==> src/rtl/serv_rvfi_pkg.sv <==
`default_nettype none
// ============================================================================
// Module   : serv_rvfi_pkg
// Purpose  : Shared definitions for the RVFI branch monitor: the branch
//            opcode, the conditional-branch funct3 encodings and the
//            monitor state type.
// Revision : 1.0 - initial release
// ============================================================================
package serv_rvfi_pkg;

    // insn[6:2] of every RV32I conditional branch
    localparam logic [4:0] OPC_BRANCH = 5'b11000;

    // funct3 encodings of the six legal conditional branches
    typedef enum logic [2:0] {
        BEQ  = 3'b000,
        BNE  = 3'b001,
        BLT  = 3'b100,
        BGE  = 3'b101,
        BLTU = 3'b110,
        BGEU = 3'b111
    } branch_funct3_e;

    // Monitor state: warm-up ignores retirements, check compares them,
    // fail is terminal until reset.
    typedef enum logic [1:0] {
        ST_WARMUP = 2'b00,
        ST_CHECK  = 2'b01,
        ST_FAIL   = 2'b10
    } mon_state_e;

endpackage
`default_nettype wire

==> src/rtl/serv_branch_eval.sv <==
`default_nettype none
// ============================================================================
// Module   : serv_branch_eval
// Purpose  : Combinational reference evaluation of one retired instruction
//            as an RV32I conditional branch.
// Ports    : insn      - retired instruction word
//            rs1, rs2  - source operand values
//            pc_rdata  - PC of the retired instruction
//            legal     - insn is a conditional branch with a legal funct3
//            taken     - branch condition holds
//            exp_pc    - architecturally expected next PC (wraps mod 2^32)
// Revision : 1.0 - initial release
// ============================================================================
module serv_branch_eval
    import serv_rvfi_pkg::*;
(
    input  logic [31:0] insn,
    input  logic [31:0] rs1,
    input  logic [31:0] rs2,
    input  logic [31:0] pc_rdata,
    output logic        legal,
    output logic        taken,
    output logic [31:0] exp_pc
);

    logic [2:0]  w_funct3;
    logic [31:0] w_imm;
    logic        w_funct3_ok;
    logic        w_unused;

    assign w_funct3 = insn[14:12];

    // B-type immediate, sign-extended; bit 0 is always zero
    assign w_imm = {{19{insn[31]}}, insn[31], insn[7], insn[30:25], insn[11:8], 1'b0};

    // Register specifier fields do not affect the reference result
    assign w_unused = &{1'b0, insn[24:15]};

    always_comb begin
        w_funct3_ok = 1'b1;
        taken       = 1'b0;
        case (w_funct3)
            BEQ:     taken = (rs1 == rs2);
            BNE:     taken = (rs1 != rs2);
            BLT:     taken = ($signed(rs1) <  $signed(rs2));
            BGE:     taken = ($signed(rs1) >= $signed(rs2));
            BLTU:    taken = (rs1 <  rs2);
            BGEU:    taken = (rs1 >= rs2);
            default: w_funct3_ok = 1'b0;
        endcase
    end

    assign legal  = (insn[6:2] == OPC_BRANCH) && (insn[1:0] == 2'b11) && w_funct3_ok;

    // Carry out of bit 31 is dropped so PC wrap-around is accepted
    assign exp_pc = taken ? (pc_rdata + w_imm) : (pc_rdata + 32'd4);

endmodule
`default_nettype wire

==> src/rtl/rvfi_branch_monitor.sv <==
`default_nettype none
// ============================================================================
// Module   : rvfi_branch_monitor
// Purpose  : Watches the RVFI retirement stream and checks every retired
//            conditional branch's reported next PC against a reference
//            evaluation. The first mismatch is captured and latched.
// Ports    : clk, i_rst        - clock, synchronous active-high reset
//            rvfi_*            - retirement trace from the core
//            o_armed           - checking is active
//            o_err             - sticky mismatch flag
//            o_err_pc/insn     - PC and instruction of first mismatch
//            o_branch_cnt      - branches checked (saturating)
//            o_taken_cnt       - checked branches taken (saturating)
// Revision : 1.0 - initial release
// ============================================================================
module rvfi_branch_monitor
    import serv_rvfi_pkg::*;
#(
    parameter int WARMUP = 4,
    parameter int CNT_W  = 16
) (
    input  logic             clk,
    input  logic             i_rst,
    input  logic             rvfi_valid,
    input  logic [31:0]      rvfi_insn,
    input  logic             rvfi_trap,
    input  logic [31:0]      rvfi_rs1_rdata,
    input  logic [31:0]      rvfi_rs2_rdata,
    input  logic [31:0]      rvfi_pc_rdata,
    input  logic [31:0]      rvfi_pc_wdata,
    output logic             o_armed,
    output logic             o_err,
    output logic [31:0]      o_err_pc,
    output logic [31:0]      o_err_insn,
    output logic [CNT_W-1:0] o_branch_cnt,
    output logic [CNT_W-1:0] o_taken_cnt
);

    // A zero-width counter is not legal, so WARMUP=0 keeps a single
    // (unused) bit.
    localparam int c_WCNT_W = (WARMUP > 0) ? $clog2(WARMUP + 1) : 1;
    localparam logic [c_WCNT_W-1:0] c_WCNT_LAST = c_WCNT_W'(WARMUP - 1);
    localparam mon_state_e c_RST_STATE = (WARMUP == 0) ? ST_CHECK : ST_WARMUP;

    mon_state_e            r_state;
    mon_state_e            w_next_state;
    logic [c_WCNT_W-1:0]   r_wcnt;
    logic                  r_err;
    logic [31:0]           r_err_pc;
    logic [31:0]           r_err_insn;
    logic [CNT_W-1:0]      r_branch_cnt;
    logic [CNT_W-1:0]      r_taken_cnt;

    logic                  w_legal;
    logic                  w_taken;
    logic [31:0]           w_exp_pc;
    logic                  w_checkable;
    logic                  w_mismatch;
    logic                  w_do_check;

    serv_branch_eval u_eval (
        .insn     (rvfi_insn),
        .rs1      (rvfi_rs1_rdata),
        .rs2      (rvfi_rs2_rdata),
        .pc_rdata (rvfi_pc_rdata),
        .legal    (w_legal),
        .taken    (w_taken),
        .exp_pc   (w_exp_pc)
    );

    assign w_checkable = rvfi_valid && !rvfi_trap && w_legal;
    assign w_mismatch  = (w_exp_pc != rvfi_pc_wdata);
    // Only CHECK evaluates; the warm-up-completing retirement is seen in
    // WARMUP and therefore never checked.
    assign w_do_check  = (r_state == ST_CHECK) && w_checkable;

    // ------------------------------------------------------------------
    // FSM
    // ------------------------------------------------------------------
    always_ff @(posedge clk) begin
        if (i_rst) begin
            r_state <= c_RST_STATE;
        end else begin
            r_state <= w_next_state;
        end
    end

    always_comb begin
        w_next_state = r_state;
        case (r_state)
            ST_WARMUP: begin
                if (rvfi_valid && (r_wcnt == c_WCNT_LAST)) begin
                    w_next_state = ST_CHECK;
                end
            end
            ST_CHECK: begin
                if (w_checkable && w_mismatch) begin
                    w_next_state = ST_FAIL;
                end
            end
            ST_FAIL:  w_next_state = ST_FAIL;
            default:  w_next_state = c_RST_STATE;
        endcase
    end

    // Every valid retirement counts toward warm-up, checkable or not
    always_ff @(posedge clk) begin
        if (i_rst) begin
            r_wcnt <= '0;
        end else if ((r_state == ST_WARMUP) && rvfi_valid) begin
            r_wcnt <= r_wcnt + 1'b1;
        end
    end

    // ------------------------------------------------------------------
    // Statistics and first-error capture. Nothing here moves once the
    // FSM has left CHECK, which freezes everything in FAIL.
    // ------------------------------------------------------------------
    always_ff @(posedge clk) begin
        if (i_rst) begin
            r_branch_cnt <= '0;
            r_taken_cnt  <= '0;
            r_err        <= 1'b0;
            r_err_pc     <= '0;
            r_err_insn   <= '0;
        end else if (w_do_check) begin
            if (r_branch_cnt != {CNT_W{1'b1}}) begin
                r_branch_cnt <= r_branch_cnt + 1'b1;
            end
            if (w_taken && (r_taken_cnt != {CNT_W{1'b1}})) begin
                r_taken_cnt <= r_taken_cnt + 1'b1;
            end
            if (w_mismatch) begin
                r_err      <= 1'b1;
                r_err_pc   <= rvfi_pc_rdata;
                r_err_insn <= rvfi_insn;
            end
        end
    end

    assign o_armed      = (r_state == ST_CHECK);
    assign o_err        = r_err;
    assign o_err_pc     = r_err_pc;
    assign o_err_insn   = r_err_insn;
    assign o_branch_cnt = r_branch_cnt;
    assign o_taken_cnt  = r_taken_cnt;

endmodule
`default_nettype wire

==> config.mk <==
export PLATFORM = sky130hd
export DESIGN_NAME = rvfi_branch_monitor
export DESIGN_NICKNAME = d
export VERILOG_FILES = /design/src/rtl/serv_rvfi_pkg.sv /design/src/rtl/serv_branch_eval.sv /design/src/rtl/rvfi_branch_monitor.sv
export SDC_FILE = /design/constraint.sdc
export NUM_CORES = 1
export LEC_CHECK = 0
export BUFFER_PORTS_ARGS = -buffer_cell sky130_fd_sc_hd__buf_2
export CORE_MARGIN = 8
export CORE_UTILIZATION = 30
export CTS_CLUSTER_SIZE = 12
export DETAILED_ROUTE_END_ITERATION = 8
export PLACE_DENSITY = 0.55
export SYNTH_ARGS = -nofsm -noshare
export SYNTH_HDL_FRONTEND = slang
export SYNTH_SLANG_ARGS = --single-unit
export TNS_END_PERCENT = 30
==> constraint.sdc <==
create_clock -name clk -period 5.7 [get_ports clk]
set_input_delay 1.14 -clock clk [delete_from_list [all_inputs] [get_ports clk]]
set_output_delay 1.14 -clock clk [all_outputs]
set_load 0.02 [all_outputs]
# --- Word level (Yosys, flattened, before mapping) ---
# Cells that the tools add are included.
word_totals:
  output_inout_bits: 98
  register_bits: 102
  wordCells: 56
  inputBits: 164
op_classes:
  eq_ne: 17
  muxes: 6
  add_sub_neg: 5
  magnitude_cmp: 4
  n_reduce_logical: 17
op_table:
  columns: ["cell", "n"]
  rows:
  - [">= comparator 32 bit", 2]
  - ["less-than comparator 32 bit", 2]
  - ["inequality test 32 bit", 2]
  - ["adder 16 x 1 -> 16 bit (second input constant)", 2]
  - ["adder 32 x 3 -> 32 bit (second input constant)", 1]
  - ["adder 32 bit", 1]
  - ["equality test 32 bit", 1]
  - ["two-way mux 32 bit", 1]
  - ["inequality test 16 bit (second input constant)", 2]
  - ["equality test 3 bit (second input constant)", 4]
  - ["logical AND 1 bit", 9]
  - ["AND reduction 2 bit", 4]
  - ["one-hot mux 1 bit (6 select lines)", 1]
  - ["one-hot mux 2 bit (3 select lines)", 1]
  - ["OR reduction 6 bit", 1]
  - ["equality test 5 bit (second input constant)", 1]
  - ["equality test 2 bit (second input constant)", 2]
  - ["two-way mux 2 bit", 2]
  - ["adder 3 x 1 -> 3 bit (second input constant)", 1]
  - ["equality test 3 x 1 -> 1 bit (second input constant)", 1]
  - ["equality test 3 x 2 -> 1 bit (second input constant)", 1]
  - ["zero test 3 bit", 1]
  - ["equality test 2 x 1 -> 1 bit (second input constant)", 1]
  - ["zero test 2 bit", 1]
  - ["other kinds (4)", 4]

# --- Depth between registers and ports, before layout ---
# Gate-level depths: netlist of run 1.
depth:
  depth_word: 8
  mapped_depth: 17
  mapped_depth_nobuf: 14

# --- Hierarchy ---
# Synthesis of run 1 repeated with hierarchy kept, for this count alone.
unflattened:
  cells_unflattened: 1015
  hier_area_um2: 8534.4
modules_own_cells:
  columns: ["mod", "seq_area_each_um2", "cells_each", "area_each_um2", "n_inst"]
  rows:
  - ["rvfi_branch_monitor", 2042.0, 544, 5132.4, 1]
  - ["serv_branch_eval", 0.0, 471, 3402.0, 1]

# --- Worst setup path before layout of run 1 ---
# Ideal clock, no wire load.
synth_timing:
  path_type: "in2reg"
  startpoint: "input port rvfi_insn[8]"
  endpoint: "register r_err_insn[10], in the netlist o_err_insn[10]"
  arrival_time_ns: 4.453
  t_required_ns: 5.580
  setup_time_ns: 0.120
  n_path_buf: 2
  stages: 16
  slack_ns: 1.128
  cell_sequence: "ha_1 -> fa_1 -> a21o_1 -> a221oi_1 -> o21bai_1 -> mux2i_1 -> a2111o_1 -> nor3_2 -> or4b_1 -> nand4_1 -> and4_1 -> and4bb_1 -> a31oi_1 -> buf_4 -> buf_6 -> mux2i_1"
synth_via:
  elab_chain_cells: 4
synth_rtl:
  columns: ["item", "line", "source"]
  rows:
  - ["from (decl)", "rvfi_branch_monitor.sv:25", "input logic [31:0] rvfi_insn,"]
  - ["adder 32 bit", "serv_branch_eval.sv:56", "assign exp_pc = taken ? (pc_rdata + w_imm) : (pc_rdata + 32'd4);"]
  - ["two-way mux 32 bit", "serv_branch_eval.sv:56", null]
  - ["inequality test 32 bit", "rvfi_branch_monitor.sv:72", "assign w_mismatch = (w_exp_pc != rvfi_pc_wdata);"]
  - ["AND reduction 2 bit (no line)", null, null]
  - ["to (signal assigned)", "rvfi_branch_monitor.sv:136", "r_err_insn <= rvfi_insn;"]
  - ["to (decl)", "rvfi_branch_monitor.sv:50", "logic [31:0] r_err_insn;"]
# No other way between the ends.
# A chain may end at the register's enable or synchronous reset.

# --- Worst setup path after layout of run 1 ---
layout_timing:
  startpoint: "input port rvfi_insn[31]"
  endpoint: "register r_err_insn[14], in the netlist o_err_insn[14]"
# The elaborated chain is that of the path after synthesis.

==> flow_metrics.py, run 1 <==
metrics = {
    "synthesis": {
        "async_reset_ff_share_pct": 0,
        "ys_seq_area_share_pct": 23.7,
        "syn_area_sq_mm": 0.00860,
        "yosysMostFrequentCell": "nand2b_1",
        "yosysTopAreaCell": "dfxtp_1",
        "synth_top_area_share_pct": 23.7,
        "synth.distinct_cells": 74,
        "synth_fp_nets": 1310,
        "synth.avg_cell_area_sq_um": 8.00,
        "synth_edf_count": 0,
        "yosys-top-cells-count": "nand2b_1 (122), dfxtp_1 (102), nor2_1 (84), nand2_1 (73), ha_1 (70)",
        "synth.area.top_cells": "dfxtp_1 (24%), ha_1 (10%), nand2b_1 (8.9%), mux2i_1 (7.7%), xnor2_1 (5.4%)",
        "synth_seq_cells": 102,
        "synthCells": 1075,
        "ys_warn_count": 0,
        "ys.flop_type": "dfxtp_1",
    },
    "die": {
        "start_util_pct": 30.2,
        "coreArea_sq_mm": 0.0285,
        "boundaryPins": 262,
        "dieArea_sq_mm": 0.0343,
        "die_width_um": 185,
        "floorplan.die.height_um": 185,
        "row_count": 62,
    },
    "sta": {
        "hold_violations": 0,
        "rsz0062_at_grt": "no",
        "setup_viol": 0,
        "fmaxAchievable_mhz": 207,
        "max_slew_margin_pct": 38.8,
        "finClkSkew_ns": 0.00686,
        "tightest_slew_ns": 0.919,
        "fin_crit_sh_pct": 84.6,
        "period_minus_slack_ns": 4.82,
        "drv_slew": 0,
        "fin_setup_tns_ns": 0,
    },
    "flow_run": {
        "cap_violations": 0,
    },
    "routing": {
        "wirelength_um": 29900,
        "drtAntennaViolNets": 0,
        "wl_per_cell_um": 17.6,
        "viasPerCell": 4.93,
        "firstDrtPassIters": 5,
        "drc": 0,
        "first_iter_violations": 458,
        "via_count": 8369,
    },
    "cts": {
        "ctsHtreeMaxLevel": 3,
        "clock_latency_ns": 0.35,
        "cts_hold_buf": 0,
        "cts_tree": "yes",
        "cts_buffer_depth": 2,
        "numCtsBuffers": 9,
        "cts.sinks": 102,
        "post_cts_buffers": 0,
        "clock-root-buffer": "clkbuf_16",
        "post_cts_resized": 0,
        "clkTransAtPathRegs_ns": 0.07,
    },
    "global_route": {
        "grt_antenna_before_repair": 2,
        "grt.overflow.total": 0,
        "grt_pass1_vias": 8355,
        "grt_max_degree": 122,
        "grtUsageTotal_pct": 16.9,
        "grt_first_pass_wirelength_um": 46000,
    },
    "pwr": {
        "power.density_mw_per_mm2": 185,
        "cellLeakagePower_nw": 4.59,
        "p_total_mw": 1.95,
        "peakVddDrop_mv": 0.119,
    },
    "cells_and_area": {
        "drive_gt1_share_pct": 23.2,
        "final_nets": 1543,
        "syn_to_final_growth_pct": 22.3,
    },
    "outcome": {
        "outcome": "finished, final reports clean",
    },
    "critical_path": {
        "end_kind": "flip-flop",
        "crit_path_frequent_cell": "a21oi_1",
        "critPathRequiredTime_ns": 5.93,
        "worstSetupPathType": "in -> reg",
        "start_kind": "input pin",
        "crit_fanout": 43,
        "cp_slowest_cell": "or4b_1",
        "slowest_delay_ns": 0.46,
        "cp_data_arrival_time_ns": 5.05,
        "path_cells": "buf_2 -> ha_1 -> a21oi_1 -> o211ai_1 -> a21oi_1 -> nor2_1 -> a2111o_1 -> nor3_2 -> or4b_1 -> nand4_1 -> and4_1 -> and4bb_1 -> a31oi_4 -> buf_12 -> mux2i_1",
    },
    "placed_design": {
        "hpwl_um": 24600,
        "io_buffer_count": 261,
        "place.gp.congestion": 0.943,
    },
    "worst_hold_path": {
        "hp-class": "reg -> reg",
    },
}
==> state kept, by name (all words and copies together) (netlist names) <==
signal / flops
o_err_pc: 32
r_wcnt: 3
o_taken_cnt: 16
r_state: 2
o_err_insn: 32
o_err: 1
o_branch_cnt: 16
==> worst max-delay path: cells and delay by family <==
| family | cells | cell delay (ns) |
|---|---|---|
| compound gates | 5 | 1.31 |
| mux | 1 | 0.16 |
| buf+inv | 2 | 0.64 |
| simple gates | 6 | 1.36 |
| fa+ha+maj | 1 | 0.39 |
==> path summary, 6_finish.rpt <==
check                              startpoint               end  slack, ns  cells past startpoint
worst min register to register          o_err             o_err       0.45                      2
worst max register to register     r_state[1]  o_branch_cnt[15]       3.29                      9
worst max-delay path            rvfi_insn[31]    o_err_insn[14]       0.88                     15
worst min-delay path                    o_err             o_err       0.45                      2
==> report_power, final <==
part / internal, mW / total (mW) / switching [mW]
Sequential: 0.719 / 0.723 / 0.00439
Combinational: 0.251 / 0.615 / 0.364
Clock: 0.314 / 0.609 / 0.295
Total: 1.28 / 1.95 / 0.663
==> routing by layer <==
metal	vias to the layer above	global-route usage (%)	share of wire [%]
met2	282	29.3	47
li1	4241	-	-
met1	3814	20.7	44
met3	32	3.35	7.4
met4	0	5.25	1.9
met5	-	0	0
==> placed cells by master, fill, tap and decap left out, types with 11 or more instances in the layout <==
cell	instances
nor3_1	21
mux2i_1	66
dfxtp_1	102
inv_1	63
nand2b_1	122
and3_1	13
buf_2	260
nand3_1	29
a21o_1	11
nand4_1	34
xor2_1	53
nand2_1	73
nor2_1	84
xnor2_1	53
ha_1	70
o21ai_0	34
a21oi_1	66
==> logic make-up (layout without fill, tap and decap cells) <==
logic type | after synthesis | in the layout | share of synthesized area, %
xor+xnor | 106 | 106 | 10.8
other cells | 0 | 2 | 0
compound gates | 191 | 191 | 14.6
flops | 102 | 102 | 23.7
buf+inv | 107 | 345 | 5.37
fa+ha+maj | 71 | 71 | 10.4
simple gates | 427 | 427 | 26.8
mux | 71 | 71 | 8.33
==> per-stage QoR <==
| step | instances | hold WS (ns) | cell area [sq um] | util, % | worst slack [ns] |
|---|---|---|---|---|---|
| final | 1699 | 0.447 | 10500 | 37.0 | 0.877 |
| after global routing | 1699 | 0.474 | 10500 | 37.0 | 0.503 |
| after detailed placement | 1681 | 0.435 | 10200 | 35.9 | 0.457 |
| after floorplan | 1075 | 0.440 | 8600 | - | 1.13 |
| after global placement | 1681 | 0.430 | 10200 | 35.9 | 0.508 |
| after CTS | 1697 | 0.446 | 10500 | 36.9 | 0.821 |
==> layout make-up <==
type | instances | area [sq um]
Clock inverter | 5 | 42.5
Tap cell | 384 | 480
Inverter | 63 | 236
Multi-Input combinational cell | 866 | 6110
Clock buffer | 11 | 243
Sequential cell | 102 | 2040
Timing Repair Buffer | 266 | 1360
Antenna cell | 2 | 5.00
Fill cell | 3074 | 17900
No activity file was read; power rests on OpenSTA's default activity.
==> inputs of run 2 (changes only) <==
==> constraint.sdc (replaced) <==
create_clock -name clk -period 4.9 [get_ports clk]
set_input_delay 0.98 -clock clk [delete_from_list [all_inputs] [get_ports clk]]
set_output_delay 0.98 -clock clk [all_outputs]
set_load 0.02 [all_outputs]
==> run 2 against run 1 <==
Net effect: worst setup slack got worse by 0.56 ns; flip-flop and latch count unchanged; via count increased by 1.2%; utilization increased by 0.68 points; hold slack got worse by 0.0040 ns; critical path depth unchanged; total power increased by 19%; sequential power increased by 16%; clock skew increased by 0.0056 ns; global-route usage increased by 0.16 points; die area unchanged; sequential share of layout area decreased by 0.35 points; largest cell class unchanged.
==> flow_metrics.py, run 2 (synthesized netlist as in run 1, its figures left out) <==
metrics = {
    "outcome": {
        "outcome": "finished, final reports clean",
    },
    "sta": {
        "fmaxAchievable_mhz": 218,
        "max_slew_margin_pct": 33.3,
        "setup_viol": 0,
        "period_minus_slack_ns": 4.58,
        "hold_violations": 0,
        "fin_crit_sh_pct": 93.6,
        "worst_slack_ns": 0.315,
        "finClkSkew_ns": 0.0125,
        "holdWs_ns": 0.443,
        "rsz0062_at_grt": "no",
        "drv_slew": 0,
        "fin_setup_tns_ns": 0,
        "tightest_slew_ns": 1.00,
    },
    "cts": {
        "clkTransAtPathRegs_ns": 0.08,
        "numCtsBuffers": 9,
        "cts.sinks": 102,
        "cts_hold_buf": 0,
        "clock_latency_ns": 0.35,
        "post_cts_resized": 0,
        "post_cts_buffers": 0,
        "ctsHtreeMaxLevel": 3,
        "cts_tree": "yes",
        "clock-root-buffer": "clkbuf_16",
        "cts_buffer_depth": 2,
    },
    "pwr": {
        "power.switching_mw": 0.807,
        "power.density_mw_per_mm2": 216,
        "clockPowerShare_pct": 32.0,
        "sequentialPowerShare_pct": 36.3,
        "intPower_mw": 1.51,
        "p_sw_share_pct": 34.8,
        "peakVddDrop_mv": 0.224,
        "p_total_mw": 2.32,
        "pwr-share-comb_pct": 31.7,
        "cellLeakagePower_nw": 4.72,
    },
    "worst_hold_path": {
        "hp-class": "reg -> reg",
        "hold_depth": 2,
    },
    "global_route": {
        "grtUsageTotal_pct": 17.1,
        "grt_first_pass_wirelength_um": 46300,
        "grt.overflow.total": 0,
        "grt_antenna_before_repair": 1,
        "grt_max_degree": 129,
        "grt_pass1_vias": 8368,
    },
    "critical_path": {
        "cp_data_arrival_time_ns": 4.81,
        "end_kind": "flip-flop",
        "cp_slowest_cell": "o21ai_0",
        "crit_fanout": 40,
        "reg2regPathDepth": 9,
        "crit_family": "compound AO/OA/AOI/OAI gates",
        "worstSetupPathType": "in -> reg",
        "cp_num_buf_inv": 2,
        "start_kind": "input pin",
        "crit_cells": 15,
        "slowest_delay_ns": 0.56,
        "path_cells": "buf_2 -> ha_1 -> nand2_1 -> o21ai_0 -> o2111ai_1 -> a221o_1 -> a221oi_1 -> o2111a_1 -> o2111a_1 -> o22ai_1 -> nor4_1 -> and4bb_1 -> a31oi_4 -> buf_12 -> mux2i_1",
        "crit_path_frequent_cell": "o2111a_1",
        "critPathRequiredTime_ns": 5.12,
    },
    "placed_design": {
        "place.gp.congestion": 0.939,
        "place_area_sq_mm": 0.0104,
        "hpwl_um": 25100,
        "preCtsSetupSlack_ns": -0.0707,
        "io_buffer_count": 261,
    },
    "die": {
        "row_count": 62,
        "dieArea_sq_mm": 0.0343,
        "floorplan.die.height_um": 185,
        "start_util_pct": 30.2,
        "die_width_um": 185,
        "boundaryPins": 262,
        "coreArea_sq_mm": 0.0285,
    },
    "routing": {
        "drtAntennaViolNets": 0,
        "wl_per_cell_um": 17.5,
        "viasPerCell": 4.92,
        "firstDrtPassIters": 5,
        "drc": 0,
        "wirelength_um": 30200,
        "first_iter_violations": 486,
        "via_count": 8469,
    },
    "flow_run": {
        "cap_violations": 0,
    },
    "cells_and_area": {
        "syn_to_final_growth_pct": 24.6,
        "final_common_cell": "buf_2",
        "final_cell_area_sq_mm": 0.0107,
        "drive_gt1_share_pct": 24.6,
        "final_cell_mix": "buf_2 (260), nand2b_1 (122), dfxtp_1 (102), nor2_1 (84), nand2_1 (73)",
        "final_nets": 1565,
    },
}
==> run 2: cell types whose count changed in the layout (fill, tap and decap cells not counted), sizes merged <==
cell / previous run / this run
buf: 266 / 288
clkbuf: 11 / 9
clkinv: 0 / 4
clkinvlp: 3 / 1
diode: 2 / 1
==> run 2: worst min-delay path: cells and delay by family (launching register included) <==
kind | cells | cell delay [ns]
AOI/OAI and AO/OA | 1 | 0.05
buffers and inverters | 1 | 0.04
DFF | 1 | 0.31
==> run 2: cell type report <==
type / count / area, sq um
inverter: 63 / 236
antenna: 1 / 2.50
timing repair buffer: 288 / 1520
multi-input combinational: 866 / 6110
clock inverter: 7 / 90.1
fill: 3071 / 17800
tap: 384 / 480
sequential: 102 / 2040
clock buffer: 9 / 225
==> run 2: path summary, 6_finish.rpt <==
| kind | slack [ns] | from | end |
|---|---|---|---|
| setup / recovery | 0.32 | rvfi_insn[31] | o_err_insn[14] |
| hold / removal | 0.44 | o_err_insn[5] | o_err_insn[5] |
| setup reg to reg | 2.56 | r_state[1] | o_branch_cnt[15] |
| hold reg to reg | 0.44 | o_err_insn[5] | o_err_insn[5] |
==> run 2: stage by stage <==
| stage | utilization, % | cells |
|---|---|---|
| final | 37.6 | 1720 |
| after global routing | 37.6 | 1720 |
| after CTS | 37.6 | 1719 |
| after detailed placement | 36.5 | 1703 |
| after global placement | 36.5 | 1703 |
| after floorplan | - | 1075 |
==> run 2: metal layers <==
metal,vias up,wire length (um),track usage (%)
li1,4287,-,-
met1,3886,13100,20.9
met2,265,14400,30.0
met3,31,2140,3.35
met4,0,531,4.48
met5,-,0,0
==> run 2: power by group through the flow <==
stage / sequential, mW / clock, mW / combinational (mW)
global route: 0.843 / 0.801 / 0.816
floorplan: 0.860 / 0 / 0.464
global placement: 0.861 / 0 / 0.729
finish: 0.842 / 0.741 / 0.734
CTS: 0.842 / 0.775 / 0.734
detailed placement: 0.861 / 0 / 0.730
